===== src/rtl/feed_frame_arbiter.sv =====
`default_nettype none
// ============================================================================
// Module      : feed_frame_arbiter
// Description : Shares one frame unpacker between NUM_FEEDS byte feeds.
//               A frame is 0x7E, one type byte, then PAYLOAD_LEN payload
//               bytes. One feed is granted per frame, and grants rotate
//               round-robin at frame boundaries. While arbitrating, head
//               bytes that are not a delimiter are flushed. After every
//               frame, GAP_CYCLES idle cycles are forced on the output so
//               the unpacker never misses the next delimiter.
//
// Optional    : FEED_ARB_TIMEOUT_EN
//               When defined, a granted feed that stalls for TIMEOUT_CYCLES
//               consecutive cycles has its frame padded with 0x00 bytes.
//               frame_abort pulses on the last pad byte.
//               When undefined, a stalled grant waits forever and
//               frame_abort is tied low.
//
// Ports       : clk          clock
//               rst_n        asynchronous active-low reset
//               feed_data    head byte per feed, feed i at [i*8+7:i*8]
//               feed_valid   head byte valid per feed
//               feed_ready   pop strobe per feed (combinational)
//               out_data     byte to unpacker (registered)
//               out_valid    byte valid to unpacker (registered)
//               grant_id     feed currently or last granted
//               busy         high from delimiter accept until end of gap
//               frame_done   pulse with the last byte of a frame
//               frame_abort  pulse with the last pad byte of an aborted frame
//               drop_cnt     saturating count of flushed bytes
//
// Revision    : 1.0  initial release
// ============================================================================
module feed_frame_arbiter #(
  parameter int NUM_FEEDS      = 4,
  parameter int PAYLOAD_LEN    = 4,
  parameter int GAP_CYCLES     = 2,
  parameter int TIMEOUT_CYCLES = 16
) (
  input  logic                         clk,
  input  logic                         rst_n,
  input  logic [NUM_FEEDS*8-1:0]       feed_data,
  input  logic [NUM_FEEDS-1:0]         feed_valid,
  output logic [NUM_FEEDS-1:0]         feed_ready,
  output logic [7:0]                   out_data,
  output logic                         out_valid,
  output logic [$clog2(NUM_FEEDS)-1:0] grant_id,
  output logic                         busy,
  output logic                         frame_done,
  output logic                         frame_abort,
  output logic [15:0]                  drop_cnt
);

  localparam int         GW        = $clog2(NUM_FEEDS);
  localparam int         FRAME_LEN = PAYLOAD_LEN + 2;
  localparam int         CW        = $clog2(FRAME_LEN + 1);
  localparam int         GCW       = $clog2(GAP_CYCLES + 1);
  localparam logic [7:0] DELIM     = 8'h7E;

  // Elaboration-time sanity check of the parameter ranges.
  generate
    if (NUM_FEEDS < 2 || NUM_FEEDS > 8 || PAYLOAD_LEN < 1 ||
        GAP_CYCLES < 1 || TIMEOUT_CYCLES < 1) begin : g_bad_params
      $error("feed_frame_arbiter: parameter out of range");
    end
  endgenerate

  typedef enum logic [1:0] {
    ARB   = 2'd0,
    GRANT = 2'd1,
    GAP   = 2'd2,
    PAD   = 2'd3
  } state_t;

  // --------------------------------------------------------------------------
  // Registered state
  // --------------------------------------------------------------------------
  state_t           state;
  logic [GW-1:0]    rr_ptr;
  logic [CW-1:0]    byte_cnt;
  logic [GCW-1:0]   gap_cnt;

  // Next-state values
  state_t           state_nxt;
  logic [GW-1:0]    rr_ptr_nxt;
  logic [GW-1:0]    grant_nxt;
  logic [CW-1:0]    byte_cnt_nxt;
  logic [GCW-1:0]   gap_cnt_nxt;
  logic             busy_nxt;
  logic [7:0]       data_nxt;
  logic             valid_nxt;
  logic             done_nxt;
  logic [15:0]      drop_nxt;

  // --------------------------------------------------------------------------
  // Per-feed decode
  // --------------------------------------------------------------------------
  logic [7:0]           head [NUM_FEEDS];
  logic [NUM_FEEDS-1:0] cand;   // valid delimiter at head
  logic [NUM_FEEDS-1:0] junk;   // valid non-delimiter at head

  generate
    for (genvar gi = 0; gi < NUM_FEEDS; gi++) begin : g_feed
      assign head[gi] = feed_data[gi*8 +: 8];
      assign cand[gi] = feed_valid[gi] & (feed_data[gi*8 +: 8] == DELIM);
      assign junk[gi] = feed_valid[gi] & (feed_data[gi*8 +: 8] != DELIM);
    end
  endgenerate

  // Round-robin pick: first delimiter at or after rr_ptr, wrapping.
  logic          win_found;
  logic [GW-1:0] win_idx;
  int            scan_idx;
  logic [GW-1:0] scan_sel;

  always_comb begin
    win_found = 1'b0;
    win_idx   = '0;
    scan_idx  = 0;
    scan_sel  = '0;
    for (int k = 0; k < NUM_FEEDS; k++) begin
      scan_idx = int'(rr_ptr) + k;
      if (scan_idx >= NUM_FEEDS) begin
        scan_idx = scan_idx - NUM_FEEDS;
      end
      scan_sel = GW'(scan_idx);
      if (!win_found && cand[scan_sel]) begin
        win_found = 1'b1;
        win_idx   = scan_sel;
      end
    end
  end

  // Number of junk bytes flushed this cycle (only meaningful in ARB).
  logic [3:0]  flush_n;
  logic [16:0] drop_sum;

  always_comb begin
    flush_n = '0;
    for (int i = 0; i < NUM_FEEDS; i++) begin
      flush_n = flush_n + {3'b000, junk[i]};
    end
  end

  assign drop_sum = {1'b0, drop_cnt} + {13'd0, flush_n};

  // Shared helpers for the end of a frame.
  logic [CW-1:0] byte_cnt_inc;
  logic [GW-1:0] next_ptr;
  logic          last_byte;

  assign byte_cnt_inc = byte_cnt + CW'(1);
  assign last_byte    = (byte_cnt_inc == CW'(FRAME_LEN));
  assign next_ptr     = (grant_id == GW'(NUM_FEEDS - 1)) ? '0 : grant_id + GW'(1);

`ifdef FEED_ARB_TIMEOUT_EN
  localparam int SW = $clog2(TIMEOUT_CYCLES + 1);
  logic [SW-1:0] stall_cnt;
  logic [SW-1:0] stall_nxt;
  logic          abort_nxt;
`endif

  // --------------------------------------------------------------------------
  // Next-state and output logic
  // --------------------------------------------------------------------------
  always_comb begin
    state_nxt    = state;
    rr_ptr_nxt   = rr_ptr;
    grant_nxt    = grant_id;
    byte_cnt_nxt = byte_cnt;
    gap_cnt_nxt  = gap_cnt;
    busy_nxt     = busy;
    data_nxt     = out_data;
    valid_nxt    = 1'b0;
    done_nxt     = 1'b0;
    drop_nxt     = drop_cnt;
    feed_ready   = '0;
`ifdef FEED_ARB_TIMEOUT_EN
    stall_nxt    = stall_cnt;
    abort_nxt    = 1'b0;
`endif

    case (state)
      ARB: begin
        // Junk is popped from every feed regardless of who wins; losing
        // delimiters stay put for a later round.
        feed_ready = junk;
        drop_nxt   = drop_sum[16] ? 16'hFFFF : drop_sum[15:0];
        if (win_found) begin
          feed_ready[win_idx] = 1'b1;
          data_nxt            = DELIM;
          valid_nxt           = 1'b1;
          grant_nxt           = win_idx;
          busy_nxt            = 1'b1;
          byte_cnt_nxt        = CW'(1);
          state_nxt           = GRANT;
`ifdef FEED_ARB_TIMEOUT_EN
          stall_nxt           = '0;
`endif
        end
      end

      GRANT: begin
        feed_ready[grant_id] = 1'b1;
        if (feed_valid[grant_id]) begin
          // Content is not inspected: 0x7E mid-frame is payload.
          data_nxt     = head[grant_id];
          valid_nxt    = 1'b1;
          byte_cnt_nxt = byte_cnt_inc;
`ifdef FEED_ARB_TIMEOUT_EN
          stall_nxt    = '0;
`endif
          if (last_byte) begin
            done_nxt    = 1'b1;
            rr_ptr_nxt  = next_ptr;
            gap_cnt_nxt = '0;
            state_nxt   = GAP;
          end
        end
`ifdef FEED_ARB_TIMEOUT_EN
        else if (stall_cnt == SW'(TIMEOUT_CYCLES - 1)) begin
          stall_nxt = '0;
          state_nxt = PAD;
        end else begin
          stall_nxt = stall_cnt + SW'(1);
        end
`endif
      end

`ifdef FEED_ARB_TIMEOUT_EN
      PAD: begin
        // Complete the frame with zeros so the unpacker stays aligned.
        data_nxt     = 8'h00;
        valid_nxt    = 1'b1;
        byte_cnt_nxt = byte_cnt_inc;
        if (last_byte) begin
          abort_nxt   = 1'b1;
          rr_ptr_nxt  = next_ptr;
          gap_cnt_nxt = '0;
          state_nxt   = GAP;
        end
      end
`endif

      GAP: begin
        if (gap_cnt == GCW'(GAP_CYCLES - 1)) begin
          busy_nxt  = 1'b0;
          state_nxt = ARB;
        end else begin
          gap_cnt_nxt = gap_cnt + GCW'(1);
        end
      end

      default: begin
        state_nxt = ARB;
      end
    endcase
  end

  // --------------------------------------------------------------------------
  // State register
  // --------------------------------------------------------------------------
  always_ff @(posedge clk or negedge rst_n) begin
    if (!rst_n) begin
      state      <= ARB;
      rr_ptr     <= '0;
      grant_id   <= '0;
      byte_cnt   <= '0;
      gap_cnt    <= '0;
      busy       <= 1'b0;
      out_data   <= 8'h00;
      out_valid  <= 1'b0;
      frame_done <= 1'b0;
      drop_cnt   <= 16'h0000;
    end else begin
      state      <= state_nxt;
      rr_ptr     <= rr_ptr_nxt;
      grant_id   <= grant_nxt;
      byte_cnt   <= byte_cnt_nxt;
      gap_cnt    <= gap_cnt_nxt;
      busy       <= busy_nxt;
      out_data   <= data_nxt;
      out_valid  <= valid_nxt;
      frame_done <= done_nxt;
      drop_cnt   <= drop_nxt;
    end
  end

`ifdef FEED_ARB_TIMEOUT_EN
  always_ff @(posedge clk or negedge rst_n) begin
    if (!rst_n) begin
      stall_cnt   <= '0;
      frame_abort <= 1'b0;
    end else begin
      stall_cnt   <= stall_nxt;
      frame_abort <= abort_nxt;
    end
  end
`else
  assign frame_abort = 1'b0;
`endif

endmodule
`default_nettype wire


===== config.mk =====
export PLATFORM = sky130hd
export DESIGN_NAME = feed_frame_arbiter
export DESIGN_NICKNAME = d
export VERILOG_FILES = /design/src/rtl/feed_frame_arbiter.sv
export SDC_FILE = /design/constraint.sdc
export NUM_CORES = 1
export LEC_CHECK = 0
export CELL_PAD_IN_SITES_DETAIL_PLACEMENT = 1
export CELL_PAD_IN_SITES_GLOBAL_PLACEMENT = 1
export CORE_ASPECT_RATIO = 0.8
export CORE_MARGIN = 2
export CORE_UTILIZATION = 25
export DETAILED_ROUTE_END_ITERATION = 10
export GPL_ROUTABILITY_DRIVEN = 0
export PLACE_DENSITY_LB_ADDON = 0.1
export SLEW_MARGIN = 20
export SYNTH_ARGS = -nofsm -noshare
export SYNTH_HDL_FRONTEND = slang
export SYNTH_SLANG_ARGS = --single-unit

===== constraint.sdc =====
create_clock -name clk -period 5.14 [get_ports clk]
set_clock_uncertainty 0.05 [all_clocks]
set_input_delay 0.771 -clock clk [delete_from_list [all_inputs] [get_ports clk]]
set_output_delay 0.771 -clock clk [all_outputs]
set_load 0.01 [all_outputs]

==> run_results.csv, run 1 <==
group,metric,value,unit
placement,io_buffers,70,
sta,max_slew_margin,0.382,
global_route,grt_pass1_wl,12200,um
layout,fin_nets,366,
critical_path,path_class,"input pin to output port",
clock_network,clock-sinks,38,
critical_path,r2r_start,"drop_cnt[0]",
logic_synthesis,synth_top_family_by_area,"simple AND/OR/NAND/NOR gates",
logic_synthesis,synth.most_common_cell,"dfrtp_1",
global_route,gr-usage-met1,0.239,
logic_synthesis,synth_fp_nets,300,
critical_path,rr_endpoint,"drop_cnt[0]",
floorplan,dieWidth,115,um
sta,fin_hold_ws,0.459,ns
logic_synthesis,synthSimpleGateAreaFrac,0.230,
layout,drive_gt1_frac,0.0946,
drt,vias,2163,
clock_network,post_cts_buffers,0,
power_and_ir_drop,p_leak,1.50,nW
global_route,grtUsageMet2,0.200,
power_and_ir_drop,power_frac_seq,0.341,
critical_path,worst_r2r_path_depth,9,
logic_synthesis,yosys_warnings,0,
clock_network,cts_tree,"yes",
layout,seq_area,951,um2
logic_synthesis,postSynthAreaPerCell,9.85,um2
drt,vias_per_cell,4.96,
sta,slew_violations,0,
sta,finalCritPeriodShare,0.817,
logic_synthesis,synth_area,2470,um2
logic_synthesis,synth_edf_count,0,
logic_synthesis,ys_seq_area_frac,0.385,
placement,dp_hpwl,5930,um
layout,num_antenna_cells,0,
sta,post-route-min-period,4.20,ns
logic_synthesis,synth_top_area_share,0.385,
drt,ant_nets,0,
power_and_ir_drop,swShare,0.371,
drt,firstDrtPassIters,4,
global_route,grt_use_total,0.151,
sta,rsz0062_at_grt,"false",
critical_path,r2r_setup_slack,2.03,ns
floorplan,pin_count,72,
clock_network,cts_buffers,5,
critical_path,cp_max_fo,5,
job,cap_violations,0,
global_route,antenna_found_initial,0,
drt,wl_per_cell,17.6,um
sta,tightest_slew,0.927,ns
clock_network,htreeDepth,2,
global_route,top_usage_layer,"met1",
logic_synthesis,ys_types,47,
min_path,whs_path_depth,1,
min_path,min_to,"gap_cnt[0]",
sta,tns,0,ns
layout,areaGrowthSynthToFinish,38.7,%
floorplan,die_h,92.9,um
power_and_ir_drop,p_clk_frac,0.224,
floorplan,die_area,10700,um2
clock_network,root_buffer,"clkbuf_16",
power_and_ir_drop,power_frac_comb,0.435,
status,status,"complete, no violations",
floorplan,core,9610,um2
power_and_ir_drop,switchingPower,598,uW
placement,pre_cts_ws,0.696,ns
clock_network,ctsResizeCount,0,
layout,multi_input_area,1400,um2
min_path,hold_class,"flop to flop",
floorplan,row_count,32,
power_and_ir_drop,intPower,1.01,mW
clock_network,path_clk_slew,0.06,ns
layout,nFillCells,1116,
logic_synthesis,synthDominantAreaCellType,"dfrtp_1",
logic_synthesis,synth_mux_area_frac,0.0891,
logic_synthesis,yosys.area_share.xor_xnor,0.0390,
drt,drt_iter0_markers,53,
critical_path,worstSetupStartpointType,"input pin",
clock_network,insertion_delay,0.28,ns
global_route,use_met3,0.0340,
clock_network,clock_path_buffers,2,
logic_synthesis,synthCells,251,
critical_path,end_kind,"output port",
sta,setup_viol,0,
power_and_ir_drop,worst_ir_drop_vdd,0.000199,V
logic_synthesis,netlist_top_cells_area,"dfrtp_1 (38%), mux4_2 (6.4%), nand2_1 (4.9%)",
logic_synthesis,async_flop_share,1.00,
global_route,first_global_vias,2147,
global_route,overflow,0,
sta,max_freq,238,MHz
drt,drcViolationCount,0,
global_route,grt_max_degree,39,
power_and_ir_drop,powerDensity,470,nW/um2
logic_synthesis,ys.flop_type,"dfrtp_1",
drt,routed_wirelength,7690,um
floorplan,initial_core_util,0.257,
critical_path,cp_data_arrival_time,3.38,ns
sta,hold_viol,0,
critical_path,required,4.32,ns
logic_synthesis,ys_seq_elements,38,
logic_synthesis,synthTopCellsByCount,"dfrtp_1 (38), nand2_1 (32), nand3_1 (16)",
min_path,hold_start,"gap_cnt[0]",
clock_network,holdBufCountCts,0,
logic_synthesis,synth_fa_ha_area_frac,0.0648,
sta,worst_slack,0.940,ns
logic_synthesis,synth_compound_area_frac,0.142,
[per-stage QoR]
step	instances	area, um2	util	power (mW)
4_1_cts	436	3430	0.357	1.64
6_report	436	3430	0.357	1.61
5_1_grt	436	3430	0.357	1.74
2_1_floorplan	251	2470	-	0.931
3_3_place_gp	429	3260	0.339	1.25
3_5_place_dp	429	3260	0.339	1.26
[final cells by class]
cell class,count,share of cell area
Clock buffer,6,0.0405
Clock inverter,1,0.00876
Inverter,17,0.0186
Multi-Input combinational cell,185,0.408
Sequential cell,38,0.277
Tap cell,119,0.0434
Timing Repair Buffer,70,0.203
[sequential cells by signal (all words and copies together), names as in the netlist]
register,flops
out_valid,1
frame_done,1
byte_cnt,3
state,2
drop_cnt,16
rr_ptr,2
grant_id,2
busy,1
out_data,8
gap_cnt,2
[power by group through the flow]
stage,combinational [mW],sequential (mW),clock [mW]
6_report,0.701,0.549,0.362
5_1_grt,0.779,0.575,0.386
4_1_cts,0.711,0.552,0.373
2_1_floorplan,0.410,0.521,0
3_5_place_dp,0.704,0.556,0
3_3_place_gp,0.701,0.554,0
[worst max-delay path, stage by stage]
cell,delay [ns]
clkdlybuf4s50_1,0.53
nand4b_4,0.15
or3_4,0.42
o221ai_2,0.18
a22oi_2,0.14
nand2b_1,0.17
a311oi_1,0.40
clkdlybuf4s50_1,0.61
[how the worst max path moves through the flow]
stage,from,to,slack [ns],depth (start not counted)
finish,feed_data[13],feed_ready[0],0.94,8
global route,feed_data[4],drop_cnt[0],0.68,12
global placement,feed_data[5],drop_cnt[0],0.81,12
floorplan,feed_data[1],drop_cnt[10],1.78,13
detailed placement,feed_data[4],drop_cnt[0],0.70,12
CTS,feed_data[13],feed_ready[0],0.90,8
[cell families after synthesis]
group / Yosys count
DFF: 38
AOI/OAI and AO/OA: 52
adders and majority gates: 11
xor gates and xnor gates: 11
muxes: 10
buffers and inverters: 28
and+or+nand+nor: 100
other: 1
[layer usage]
metal | share of wire | wire, um
met5 | 0 | 0
met4 | 0.011 | 83
met3 | 0.034 | 260
met2 | 0.43 | 3290
met1 | 0.53 | 4060
[cell usage in the layout (no fill, tap or decap), types with 3 or more instances in the layout]
master           count
o22ai_1              9
a21oi_1              7
a2bb2oi_1            7
o21ai_1              3
and4b_2              5
ha_1                 8
nand2_1             32
mux4_2               7
xor2_1               8
nor2_1              12
clkdlybuf4s50_1     69
and3_1               7
nor3_1               3
nand4_1              5
clkbuf_16            5
nand2b_1             4
inv_1               15
o21ai_0             14
fa_1                 3
dfrtp_1             38
xnor2_1              3
or3_1                3
nand3_1             16
a311oi_1             4
Power figures use the tool's default switching activity.
==> run 2, diff against run 1 <==
==> constraint.sdc (replaced) <==
create_clock -name clk -period 4.18 [get_ports clk]
set_clock_uncertainty 0.05 [all_clocks]
set_input_delay 0.627 -clock clk [delete_from_list [all_inputs] [get_ports clk]]
set_output_delay 0.627 -clock clk [all_outputs]
set_load 0.01 [all_outputs]
==> run 2 against run 1 <==
  * Sequential share of layout area down 0.10 points
  * Global-route usage down 0.099 points
  * Non-clock buffer count up 4
  * Power up 21%
  * Final area up 0.37%
==> run_results.csv, run 2 (synthesis results as in run 1) <==
group,metric,value,unit
status,status,"complete, no violations",
power_and_ir_drop,worst_ir_drop_vdd,0.000273,V
sta,post-route-min-period,3.91,ns
global_route,first_global_vias,2186,
critical_path,worst_r2r_path_depth,6,
floorplan,row_count,32,
clock_network,holdBufCountCts,0,
sta,slew_violations,0,
critical_path,r2r_setup_slack,1.50,ns
drt,firstDrtPassIters,4,
clock_network,path_clk_slew,0.05,ns
layout,largest_reg_flops,16,
global_route,grt_use_total,0.150,
clock_network,cts_buffers,5,
floorplan,die_area,10700,um2
sta,tns,0,ns
clock_network,post_cts_buffers,0,
drt,drt_iter0_markers,122,
global_route,grt_pass1_wl,12200,um
critical_path,rr_endpoint,"rr_ptr[1]",
clock_network,clock_path_buffers,2,
floorplan,initial_core_util,0.257,
critical_path,worstSetupStartpointType,"input pin",
critical_path,path_class,"input pin to output port",
layout,multi_input_area,1400,um2
layout,areaGrowthSynthToFinish,39.2,%
power_and_ir_drop,p_leak,1.51,nW
sta,hold_viol,0,
clock_network,insertion_delay,0.28,ns
global_route,grt_max_degree,39,
layout,fin_nets,370,
job,cap_violations,0,
clock_network,cts_tree,"yes",
layout,top_register,"drop_cnt",
layout,nFillCells,1106,
layout,final_cell_mix,"clkdlybuf4s50_1 (69), dfrtp_1 (38), nand2_1 (32)",
critical_path,r2r_start,"grant_id[1]",
drt,drcViolationCount,0,
clock_network,clock-sinks,38,
global_route,antenna_found_initial,0,
layout,mostFrequentLayoutCell,"clkdlybuf4s50_1",
sta,finalCritPeriodShare,0.935,
layout,num_antenna_cells,0,
placement,dp_hpwl,5920,um
global_route,overflow,0,
sta,setup_viol,0,
sta,max_slew_margin,0.391,
sta,rsz0062_at_grt,"false",
floorplan,core,9610,um2
floorplan,dieWidth,115,um
placement,dp.cells,433,
sta,tightest_slew,0.913,ns
layout,stdcell_count,441,
clock_network,root_buffer,"clkbuf_16",
power_and_ir_drop,powerDensity,565,nW/um2
clock_network,ctsResizeCount,0,
placement,io_buffers,70,
critical_path,required,3.50,ns
floorplan,pin_count,72,
layout,drive_gt1_frac,0.109,
sta,max_freq,256,MHz
layout,seq_area,951,um2
min_path,hold_class,"input pin to async pin",
drt,vias_per_cell,5.02,
drt,routed_wirelength,7700,um
drt,wl_per_cell,17.5,um
drt,ant_nets,0,
clock_network,htreeDepth,2,
floorplan,die_h,92.9,um
layout,reg_top3,"drop_cnt x16, out_data x8, byte_cnt x3",
critical_path,cp_data_arrival_time,3.23,ns
critical_path,cp_max_fo,5,
critical_path,end_kind,"output port",
drt,vias,2215,
-- run 2: cell count changes in the layout (fill, tap and decap cells not counted), sizes merged --
| cell | change |
|---|---|
| buf | +4 |
| bufinv | -1 |
| clkinv | +1 |
| clkinvlp | +1 |
-- run 2: worst max-delay path by stage --
stage                  start            end  slack, ns  depth (start not counted)
2_1_floorplan   feed_data[1]   drop_cnt[10]       0.97                         13
3_3_place_gp   feed_data[13]  feed_ready[0]       0.24                          8
3_5_place_dp   feed_data[13]  feed_ready[0]       0.33                          8
4_1_cts        feed_data[13]  feed_ready[0]       0.30                          8
5_1_grt        feed_data[13]  feed_ready[0]       0.22                          8
6_report       feed_data[12]  feed_ready[0]       0.27                          8
-- run 2: routing by layer --
layer | vias up | wire length [um] | share of wire | GRT usage
li1 | 1051 | - | - | -
met2 | 50 | 3410 | 0.44 | 0.216
met3 | 5 | 397 | 0.052 | 0.0347
met5 | - | 0 | 0 | 0
met4 | 0 | 56 | 0.0073 | 0.0311
met1 | 1109 | 3840 | 0.50 | 0.225
-- run 2: where the power goes --
group / switching [mW] / total [mW] / leakage, nW / internal [mW]
clock: 0.152 / 0.388 / 0.0729 / 0.236
sequential: 0.178 / 0.673 / 0.466 / 0.495
combinational: 0.408 / 0.882 / 0.968 / 0.474
-- run 2: final cells by class --
cell class                      instances  share of cell area
Clock inverter                          2             0.00364
Inverter                               17              0.0186
Sequential cell                        38               0.276
Tap cell                              119              0.0433
Clock buffer                            6              0.0404
Multi-Input combinational cell        185               0.407
Timing Repair Buffer                   74               0.211
-- run 2: worst max-delay path: stages --
cell and delay [ns]:
clkdlybuf4s50_1 0.54, nand4b_4 0.15, or3_4 0.42, o221ai_2 0.18, a22oi_2 0.14, nand2b_1 0.17, a311oi_1 0.37, clkdlybuf4s50_1 0.62
-- run 2: per-stage QoR --
step | setup WS [ns] | power [mW] | hold WS, ns | util | area (um2)
after global routing | 0.218 | 2.10 | 0.506 | 0.358 | 3440
after floorplan | 0.967 | 1.14 | 0.281 | - | 2470
after detailed placement | 0.329 | 1.57 | 0.450 | 0.342 | 3290
after CTS | 0.304 | 1.98 | 0.461 | 0.358 | 3440
after global placement | 0.238 | 1.57 | 0.445 | 0.342 | 3290
final | 0.273 | 1.94 | 0.434 | 0.358 | 3440
==> run 3, diff against run 2 <==
--- a/config.mk
+++ b/config.mk
@@ -10,6 +10,7 @@
 export CORE_ASPECT_RATIO = 0.8
 export CORE_MARGIN = 2
 export CORE_UTILIZATION = 25
+export CTS_CLUSTER_DIAMETER = 60
 export DETAILED_ROUTE_END_ITERATION = 10
 export GPL_ROUTABILITY_DRIVEN = 0
 export PLACE_DENSITY_LB_ADDON = 0.1
==> results of run 3 <==
No change in the layout: final DEF, timing and power equal those of run 2.
